<file path="src/rtl/player_pkg.sv">
// Shared definitions for the player motion block: state encoding and default physics constants.
package player_pkg;

    typedef enum logic [2:0] {
        ST_GROUNDED = 3'd0,
        ST_DUCK     = 3'd1,
        ST_RISING   = 3'd2,
        ST_FALLING  = 3'd3,
        ST_FASTDROP = 3'd4
    } motion_state_t;

    localparam int DEF_POS_W          = 8;
    localparam int DEF_VEL_W          = 8;
    localparam int DEF_JUMP_VEL       = 12;
    localparam int DEF_GRAVITY        = 2;
    localparam int DEF_HOLD_GRAVITY   = 1;
    localparam int DEF_FASTDROP_VEL   = 8;
    localparam int DEF_MAX_HOLD_TICKS = 4;

    function automatic logic is_airborne(input motion_state_t s);
        return s inside {ST_RISING, ST_FALLING, ST_FASTDROP};
    endfunction

endpackage

</file>
<file path="src/rtl/sat_sub.sv">
// Signed subtract a_i - b_i that clamps to the representable range instead of wrapping.
module sat_sub #(
    parameter int W = 8
) (
    input  logic signed [W-1:0] a_i,
    input  logic signed [W-1:0] b_i,
    output logic signed [W-1:0] diff_o
);

    localparam logic signed [W-1:0] MIN_V = {1'b1, {(W-1){1'b0}}};
    localparam logic signed [W-1:0] MAX_V = {1'b0, {(W-1){1'b1}}};

    logic signed [W:0] wide;

    assign wide = $signed({a_i[W-1], a_i}) - $signed({b_i[W-1], b_i});

    // The top two bits disagree only when the true result left the W-bit range.
    always_comb begin
        if (wide[W] != wide[W-1]) begin
            diff_o = wide[W] ? MIN_V : MAX_V;
        end else begin
            diff_o = wide[W-1:0];
        end
    end

endmodule

</file>
<file path="src/rtl/player_motion.sv">
// Jump / duck / fast-drop motion controller: velocity updates on game_tick[0],
// position updates on game_tick[1], everything held while freeze is high.
module player_motion
    import player_pkg::*;
#(
    parameter int POS_W          = DEF_POS_W,
    parameter int VEL_W          = DEF_VEL_W,
    parameter int JUMP_VEL       = DEF_JUMP_VEL,
    parameter int GRAVITY        = DEF_GRAVITY,
    parameter int HOLD_GRAVITY   = DEF_HOLD_GRAVITY,
    parameter int FASTDROP_VEL   = DEF_FASTDROP_VEL,
    parameter int MAX_HOLD_TICKS = DEF_MAX_HOLD_TICKS
) (
    input  logic                    clk,
    input  logic                    reset_n,
    input  logic [1:0]              game_tick,
    input  logic                    freeze,
    input  logic                    button_up,
    input  logic                    button_down,
    output logic [POS_W-1:0]        height,
    output logic signed [VEL_W-1:0] velocity,
    output logic                    airborne,
    output logic                    ducking,
    output logic                    jump_pulse,
    output logic                    landed_pulse
);

    localparam int SUM_W = POS_W + 2;
    localparam int CNT_W = $clog2(MAX_HOLD_TICKS + 1);

    localparam logic signed [VEL_W-1:0] JUMP_V   = VEL_W'(JUMP_VEL);
    localparam logic signed [VEL_W-1:0] GRAV_V   = VEL_W'(GRAVITY);
    localparam logic signed [VEL_W-1:0] HOLD_V   = VEL_W'(HOLD_GRAVITY);
    localparam logic signed [VEL_W-1:0] FDROP_V  = VEL_W'(-FASTDROP_VEL);
    localparam logic [CNT_W-1:0]        HOLD_MAX = CNT_W'(MAX_HOLD_TICKS);
    localparam logic signed [SUM_W-1:0] HEIGHT_MAX = {2'b00, {POS_W{1'b1}}};

    motion_state_t            state_q, state_d;
    logic [POS_W-1:0]         height_q, height_d;
    logic signed [VEL_W-1:0]  vel_q, vel_d;
    logic [CNT_W-1:0]         hold_cnt_q, hold_cnt_d;
    logic                     hold_en_q, hold_en_d;
    logic                     jump_q, jump_d;
    logic                     land_q, land_d;

    logic                     held_grav;
    logic signed [VEL_W-1:0]  sub_amt;
    logic signed [VEL_W-1:0]  vel_dec;
    logic signed [SUM_W-1:0]  pos_sum;

    // Held gravity applies only while still rising on a jump whose button was never released.
    assign held_grav = (state_q == ST_RISING) && hold_en_q && button_up
                       && (hold_cnt_q < HOLD_MAX);
    assign sub_amt   = held_grav ? HOLD_V : GRAV_V;

    sat_sub #(.W(VEL_W)) u_sat_sub (
        .a_i    (vel_q),
        .b_i    (sub_amt),
        .diff_o (vel_dec)
    );

    // Position always advances with the velocity held before this cycle's update.
    assign pos_sum = $signed({2'b00, height_q}) + SUM_W'(vel_q);

    // NOTE: sequential state uses non-blocking assignments so every register
    // samples the same pre-edge values regardless of statement order.
    always_ff @(posedge clk or negedge reset_n) begin
        if (!reset_n) begin
            state_q    <= ST_GROUNDED;
            height_q   <= '0;
            vel_q      <= '0;
            hold_cnt_q <= '0;
            hold_en_q  <= 1'b0;
            jump_q     <= 1'b0;
            land_q     <= 1'b0;
        end else begin
            state_q    <= state_d;
            height_q   <= height_d;
            vel_q      <= vel_d;
            hold_cnt_q <= hold_cnt_d;
            hold_en_q  <= hold_en_d;
            jump_q     <= jump_d;
            land_q     <= land_d;
        end
    end

    // NOTE: every signal gets a default before any branch so no path can infer a latch.
    always_comb begin
        state_d    = state_q;
        height_d   = height_q;
        vel_d      = vel_q;
        hold_cnt_d = hold_cnt_q;
        hold_en_d  = hold_en_q;
        jump_d     = 1'b0;
        land_d     = 1'b0;

        if (!freeze) begin
            if (game_tick[0]) begin
                unique case (state_q)
                    ST_GROUNDED: begin
                        if (button_down) begin
                            state_d = ST_DUCK;
                        end else if (button_up) begin
                            state_d    = ST_RISING;
                            vel_d      = JUMP_V;
                            hold_cnt_d = '0;
                            hold_en_d  = 1'b1;
                            jump_d     = 1'b1;
                        end
                    end
                    ST_DUCK: begin
                        if (!button_down) state_d = ST_GROUNDED;
                    end
                    ST_RISING: begin
                        if (button_down) begin
                            state_d = ST_FASTDROP;
                            vel_d   = FDROP_V;
                        end else begin
                            vel_d = vel_dec;
                            if (held_grav) hold_cnt_d = hold_cnt_q + CNT_W'(1);
                            if (!button_up) hold_en_d = 1'b0;
                            if (vel_dec[VEL_W-1] || vel_dec == '0) state_d = ST_FALLING;
                        end
                    end
                    ST_FALLING: begin
                        if (button_down) begin
                            state_d = ST_FASTDROP;
                            vel_d   = FDROP_V;
                        end else begin
                            vel_d = vel_dec;
                        end
                    end
                    default: ;
                endcase
            end

            // Touchdown and ceiling outcomes override whatever the velocity update chose.
            if (game_tick[1]) begin
                if (!is_airborne(state_q)) begin
                    height_d = '0;
                end else if (pos_sum[SUM_W-1] || pos_sum == '0) begin
                    height_d = '0;
                    vel_d    = '0;
                    land_d   = 1'b1;
                    state_d  = button_down ? ST_DUCK : ST_GROUNDED;
                end else if (pos_sum > HEIGHT_MAX) begin
                    height_d = {POS_W{1'b1}};
                    vel_d    = '0;
                    state_d  = ST_FALLING;
                end else begin
                    height_d = pos_sum[POS_W-1:0];
                end
            end
        end
    end

    always_comb begin
        height       = height_q;
        velocity     = vel_q;
        airborne     = is_airborne(state_q);
        ducking      = (state_q == ST_DUCK);
        jump_pulse   = jump_q & ~freeze;
        landed_pulse = land_q & ~freeze;
    end

endmodule

</file>
<file path="config.mk">
export PLATFORM = sky130hd
export DESIGN_NAME = player_motion
export DESIGN_NICKNAME = d
export VERILOG_FILES = /design/src/rtl/player_pkg.sv /design/src/rtl/sat_sub.sv /design/src/rtl/player_motion.sv
export SDC_FILE = /design/constraint.sdc
export NUM_CORES = 1
export LEC_CHECK = 0
export CORE_UTILIZATION = 56
export DETAILED_ROUTE_END_ITERATION = 10
export MAX_ROUTING_LAYER = met4
export PLACE_DENSITY = 0.89
export REMOVE_ABC_BUFFERS = 1
export SLEW_MARGIN = 15
export SYNTH_ARGS = -nofsm -noshare
export SYNTH_HDL_FRONTEND = slang
export SYNTH_SLANG_ARGS = --single-unit
</file>
<file path="constraint.sdc">
create_clock -name clk -period 4.06 [get_ports clk]
set_input_delay 0.406 -clock clk [delete_from_list [all_inputs] [get_ports clk]]
set_output_delay 0.406 -clock clk [all_outputs]
set_load 0.02 [all_outputs]
</file>
# Yosys cells after proc, flatten, opt, wreduce, memory -nomap -nowiden
# Cells that the tools add are included.
dict set report classes {
  eq_ne 10
  reduce_logical 14
  n_mux 47
  addsub 3
  magnitude_cmp 2
  bitwise_logic 3
}
# cell count
set op_table {}
lappend op_table {{8-bit 2-to-1 mux} 13}
lappend op_table {{3-bit 2-to-1 mux} 15}
lappend op_table {{8-bit case mux with 2 select lines} 1}
lappend op_table {{1-bit 2-to-1 mux} 14}
lappend op_table {{7-bit AND reduction} 2}
lappend op_table {{3-bit case mux with 4 select lines} 1}
lappend op_table {{9-bit by 8-bit adder with 10-bit output} 1}
lappend op_table {{10-bit by 9-bit greater-than comparator with 1-bit output, second input constant} 1}
lappend op_table {{10-bit logical NOT} 1}
lappend op_table {{2-bit inequality test, second input constant} 5}
lappend op_table {{8-bit by 3-bit subtractor with 9-bit output} 1}
lappend op_table {{8-bit logical NOT} 1}
lappend op_table {{3-bit by 2-bit equality test with 1-bit output, second input constant} 2}
lappend op_table {{3-bit case mux with 2 select lines} 1}
lappend op_table {{3-bit by 1-bit adder with 3-bit output, second input constant} 1}
lappend op_table {{3-bit by 1-bit equality test with 1-bit output, second input constant} 1}
lappend op_table {{3-bit equality test, second input constant} 1}
lappend op_table {{1-bit logical AND} 3}
lappend op_table {{3-bit logical NOT} 1}
lappend op_table {{3-bit less-than comparator, second input constant} 1}
lappend op_table {{3-bit nonzero test} 1}
lappend op_table {{1-bit AND} 2}
lappend op_table {{1-bit logical OR} 2}
lappend op_table {{2-bit 2-to-1 mux} 1}
lappend op_table {{other kinds (6)} 6}
dict set report word_totals {
  input_bits 7
  word_cells 86
  out_inout_bits 20
  ff_bits 25
}

# Logic depth before layout (Yosys ltp)
dict set report depth {
  depth_word 18
  depth_mapped 16
  depth_no_buf 15
}

# By module
# Synthesis repeated with hierarchy kept, for this count alone.
dict set report unflattened {
  cells_unflattened 287
  area_unflattened_um2 2379.8
}
# module instances area_each_um2 seq_area_each_um2 cells_per_inst
set modules_own_cells {}
lappend modules_own_cells {player_motion 1 1762.9 625.6 197}
lappend modules_own_cells {sat_sub 1 616.8 0.0 90}

# Worst setup path before layout
# OpenSTA, ideal clock, no wires.
dict set report synth_path {
  kind {register to register}
  from {reg state_q[1]}
  to {reg vel_q[3] (netlist: velocity[3])}
  arrival_ps 3134
  period_less_slack_ps 3220
  path_stages_with_launch 16
  path_buffers 2
  setup_slack_ps 840
  setup_time_ps 87
  required_time_ps 3973
  path_cell_list {dfrtp_1 > clkbuf_1 > and4bb_2 > nand2_1 > nor2_1 > inv_1 > ha_1 > a211oi_2 > a21o_1 > ha_1 > clkbuf_1 > a211oi_1 > a211oi_1 > o22ai_1 > o211ai_1 > o211ai_1}
}
dict set report synth_between {
  elab_chain_len 15
  elab_cells_between_ends 21
  cone_classes {add/sub (1); eq/ne (4); mux (10); reduce/logical (6)}
}
# item line_no
set synth_lines {}
lappend synth_lines {{start, declared} player_motion.sv:38} ;# motion_state_t state_q, state_d;
lappend synth_lines {{start signal, assigned} player_motion.sv:77} ;# state_q <= state_d;
lappend synth_lines {{3-bit by 2-bit equality test with 1-bit output} {player_pkg.sv:21, player_motion.sv:52, player_motion.sv:99}}
lappend synth_lines {{1-bit logical AND (2 in series)} player_motion.sv:52} ;# assign held_grav = (state_q == ST_RISING) && hold_en_q && button_up
lappend synth_lines {{1-bit logical AND} player_motion.sv:53} ;# && (hold_cnt_q < HOLD_MAX);
lappend synth_lines {{2-bit 2-to-1 mux} player_motion.sv:54} ;# assign sub_amt = held_grav ? HOLD_V : GRAV_V;
lappend synth_lines {{8-bit by 3-bit subtractor with 9-bit output} sat_sub.sv:15} ;# assign wide = $signed({a_i[W-1], a_i}) - $signed({b_i[W-1], b_i});
lappend synth_lines {{8-bit 2-to-1 mux / 1-bit inequality test (equally long branches)} {sat_sub.sv:20, sat_sub.sv:19}}
lappend synth_lines {{8-bit 2-to-1 mux} sat_sub.sv:19} ;# if (wide[W] != wide[W-1]) begin
lappend synth_lines {{8-bit 2-to-1 mux} {player_motion.sv:115, player_motion.sv:126}}
lappend synth_lines {{8-bit case mux with 2 select lines} player_motion.sv:99} ;# unique case (state_q)
lappend synth_lines {{8-bit 2-to-1 mux} player_motion.sv:98} ;# if (game_tick[0]) begin
lappend synth_lines {{8-bit 2-to-1 mux} player_motion.sv:146} ;# end else if (pos_sum > HEIGHT_MAX) begin
lappend synth_lines {{8-bit 2-to-1 mux} player_motion.sv:141} ;# end else if (pos_sum[SUM_W-1] || pos_sum == '0) begin
lappend synth_lines {{8-bit 2-to-1 mux} player_motion.sv:139} ;# if (!is_airborne(state_q)) begin
lappend synth_lines {{8-bit 2-to-1 mux *} player_motion.sv:138} ;# if (game_tick[1]) begin
lappend synth_lines {{end signal, assigned} player_motion.sv:79} ;# vel_q <= vel_d;
lappend synth_lines {{end, declared} player_motion.sv:40} ;# logic signed [VEL_W-1:0] vel_q, vel_d;
# Mark *: on every way between the ends. The rest lies on a longest branch, timed or not.
# A chain may end at the register's enable or synchronous reset.

# Worst setup path after layout
dict set report layout_path {
  from {reg state_q[1]}
  to {reg vel_q[2] (netlist: velocity[2])}
}
# Same word-level chain as after synthesis.

==> impl_metrics.toml <==
[grt]
grt_pass1_wl_mm = 9.57
grt_use_total_pct = 29.9
grt_max_degree = 20
grt_overflow = 0
grt_pass1_vias = 2036
grt_antenna_before_repair = 0

[critical_path]
ff2ff_setup_slack_ns = 0.42
cp-start-kind = "flip-flop"
cp_max_fo = 12
rr_endpoint = "velocity[2]"
worstSetupEndpointType = "flip-flop"
worstPathArrival_ns = 3.80
worstPathRequired_ns = 4.22
r2r_start = "state_q[1]"
crit_type = "flip-flop to flip-flop"
r2r_cells = 13

[final_layout]
antennaDiodeCount = 0
fin_cells = 355
areaGrowthSynthToFinish_pct = 16.6
finalInstanceArea_um2 = 2600
multi_input_area_um2 = 1530
ff_latch_area_um2 = 626
nets = 328
fillers = 303
fin_util_pct = 69.5
drive_gt1_share_pct = 7.17

[yosys]
ys_ff_latch = 25
synth-compound-area-share_pct = 29.2
yosys.area_share.simple_pct = 29.1
synth_commonest_cells = "41 x nand2_1, 34 x nor2_1, 25 x dfrtp_1, 19 x o21ai_0, 14 x a21oi_1"
yosysSeqAreaShare_pct = 28.1
synth_top_area_share_pct = 28.1
synth_most_common_cell = "nand2_1"
synth-main-ff-cell = "dfrtp_1"
yosys-mux-area-fraction_pct = 0.898
synth_area_leaders = "dfrtp_1 28%, nand2_1 6.9%, ha_1 6.7%, nor2_1 5.7%, o21ai_0 4.3%"
yosysTopAreaCell = "dfrtp_1"
synth_xor_area_share_pct = 1.96
synthAdderAreaFrac_pct = 7.63
synth.avg_cell_area_um2 = 7.93
synth_top_family_by_area = "compound AO/OA/AOI/OAI gates"
synth_cell_types = 59
synth_edf_count = 0
syn_area_um2 = 2230
ys.warnings.count = 0
async_reset_ff_share_pct = 100
syn_inst = 281

[outcome]
status = "finished clean"

[worst_hold_path]
min_path_type = "input pin to async pin"

[clocking]
htree_levels = 1
cts_tree = "built"
cts_buffers = 3
cts-hold-fix-buffers = 0
clkTransAtPathRegs_ns = 0.09
clock-sinks = 25
postCtsSetupRepairBufs = 0
root_buffer = "clkbuf_8"
clock_path_buffers = 2
clk_latency_ns = 0.28
ctsResizeCount = 0

[place]
placed_area_um2 = 2550
place_congestion = 0.933
io_buffers = 26
dp_hpwl_mm = 4.34
place_inst = 351

[pwr]
peakVddDrop_v = 0.000468
power.density_nw_per_um2 = 878
p_comb_share_pct = 70.5
power.switching_w = 0.00116
leakagePower_nw = 1.08
p_clk_share_pct = 6.9
p_seq_share_pct = 22.5
internal_power_w = 0.00112
swShare_pct = 50.9

[sta]
hold_viol_final = 0
clock.fmax_ghz = 0.275
hold_slack_ns = 0.496
post-route-min-period_ns = 3.64
rsz0062_at_grt = "false"
post-route-period-util_pct = 89.6
max_slew_margin_pct = 46.2
finalMaxSlewViolations = 0
worst_pin_slew_ns = 0.798
setup_viol = 0
clock_skew_ns = 0.00384
tns_ns = 0

[floorplanning]
core-area_um2 = 3740
die_h_um = 65.1
initial_core_util_pct = 59.6
num_rows = 22
dieWidth_um = 65.1
die-area_um2 = 4240
ioPinCount = 27

[drt]
wl_mm = 5.79
via_per_inst = 6.39
wl_per_cell_um = 16.3
firstDrtPassIters = 5
drt-initial-drc-count = 205
vias = 2268
route.detailed.drc = 0
ant_nets = 0

[flow_run]
maxCapViolations = 0
flip-flops by register name, summed over array words and instances (netlist names):
| name | flops |
|---|---|
| height | 8 |
| velocity | 8 |
| hold_cnt_q | 3 |
| state_q | 3 |
| hold_en_q | 1 |
| jump_q | 1 |
| land_q | 1 |
per-stage QoR:
stage	power [W]	setup slack, ns
after floorplan	0.00162	0.904
after global placement	0.00206	0.381
after detailed placement	0.00210	0.286
after CTS	0.00226	0.500
after global routing	0.00247	0.0973
final	0.00228	0.422
layer usage:
metal | GRT usage, % | routed length [µm] | vias to the layer above | share of wire (%)
met5 | - | 0 | - | 0
met4 | 10.3 | 88 | 0 | 1.5
met3 | 3.65 | 382 | 9 | 6.6
met2 | 49.1 | 2790 | 100 | 48
met1 | 38.4 | 2520 | 1067 | 44
li1 | - | - | 1092 | -
logic make-up after synthesis:
logic type	count (synthesis)
fa+ha+maj	13
simple gates	129
flops	25
compound gates	89
xor+xnor	5
mux	2
buf+inv	18
cell type report:
cell class                      count  area share (%)
Multi-Input combinational cell    238            59.0
Sequential cell                    25            24.1
Timing Repair Buffer               31            11.5
Tap cell                           48            2.31
Clock buffer                        3            1.59
Inverter                            9            1.30
Clock inverter                      1           0.289
critical path, stage by stage (launching register included):
cell and delay, ns:
dfrtp_1 0.51, and4bb_2 0.36, nand2_1 0.19, nor2_1 0.18, inv_1 0.06, ha_1 0.21
a211oi_2 0.43, a21o_1 0.20, ha_1 0.34, inv_1 0.17, or3_1 0.40, a32o_1 0.26
a22oi_1 0.15, a21oi_1 0.06
power groups by stage:
stage	clock, W	combinational [W]	sequential, W
floorplan	0	0.00106	0.000565
global placement	0	0.00155	0.000509
detailed placement	0	0.00158	0.000515
CTS	0.000159	0.00159	0.000509
global route	0.000170	0.00177	0.000532
finish	0.000158	0.00161	0.000514
worst max path at each step:
stage | start | end | slack, ns | depth (start not counted)
after floorplan | state_q[0] | velocity[2] | 0.90 | 13
after global placement | button_up | velocity[2] | 0.38 | 14
after detailed placement | button_up | velocity[2] | 0.29 | 14
after CTS | state_q[2] | velocity[2] | 0.50 | 13
after global routing | state_q[2] | velocity[3] | 0.1 | 13
final | state_q[1] | velocity[2] | 0.42 | 13
cells in the final DEF, fill, tap and decap left out, types with 4 or more instances in the layout:
cell type | synthesis | final
o21ba_2 | 4 | 4
a21oi_1 | 14 | 14
nor2b_1 | 9 | 9
nand2b_1 | 8 | 8
nor2_1 | 34 | 34
ha_1 | 12 | 12
o21ai_0 | 19 | 19
o21a_1 | 4 | 4
o211ai_1 | 11 | 11
and3b_1 | 4 | 4
clkdlybuf4s50_1 | 0 | 26
nand4_1 | 4 | 4
o21ai_1 | 4 | 4
nand2_1 | 41 | 41
buf_4 | 0 | 5
inv_1 | 9 | 9
nor3_1 | 6 | 6
and2_1 | 4 | 4
dfrtp_1 | 25 | 25
Power figures use the tool's default switching activity.
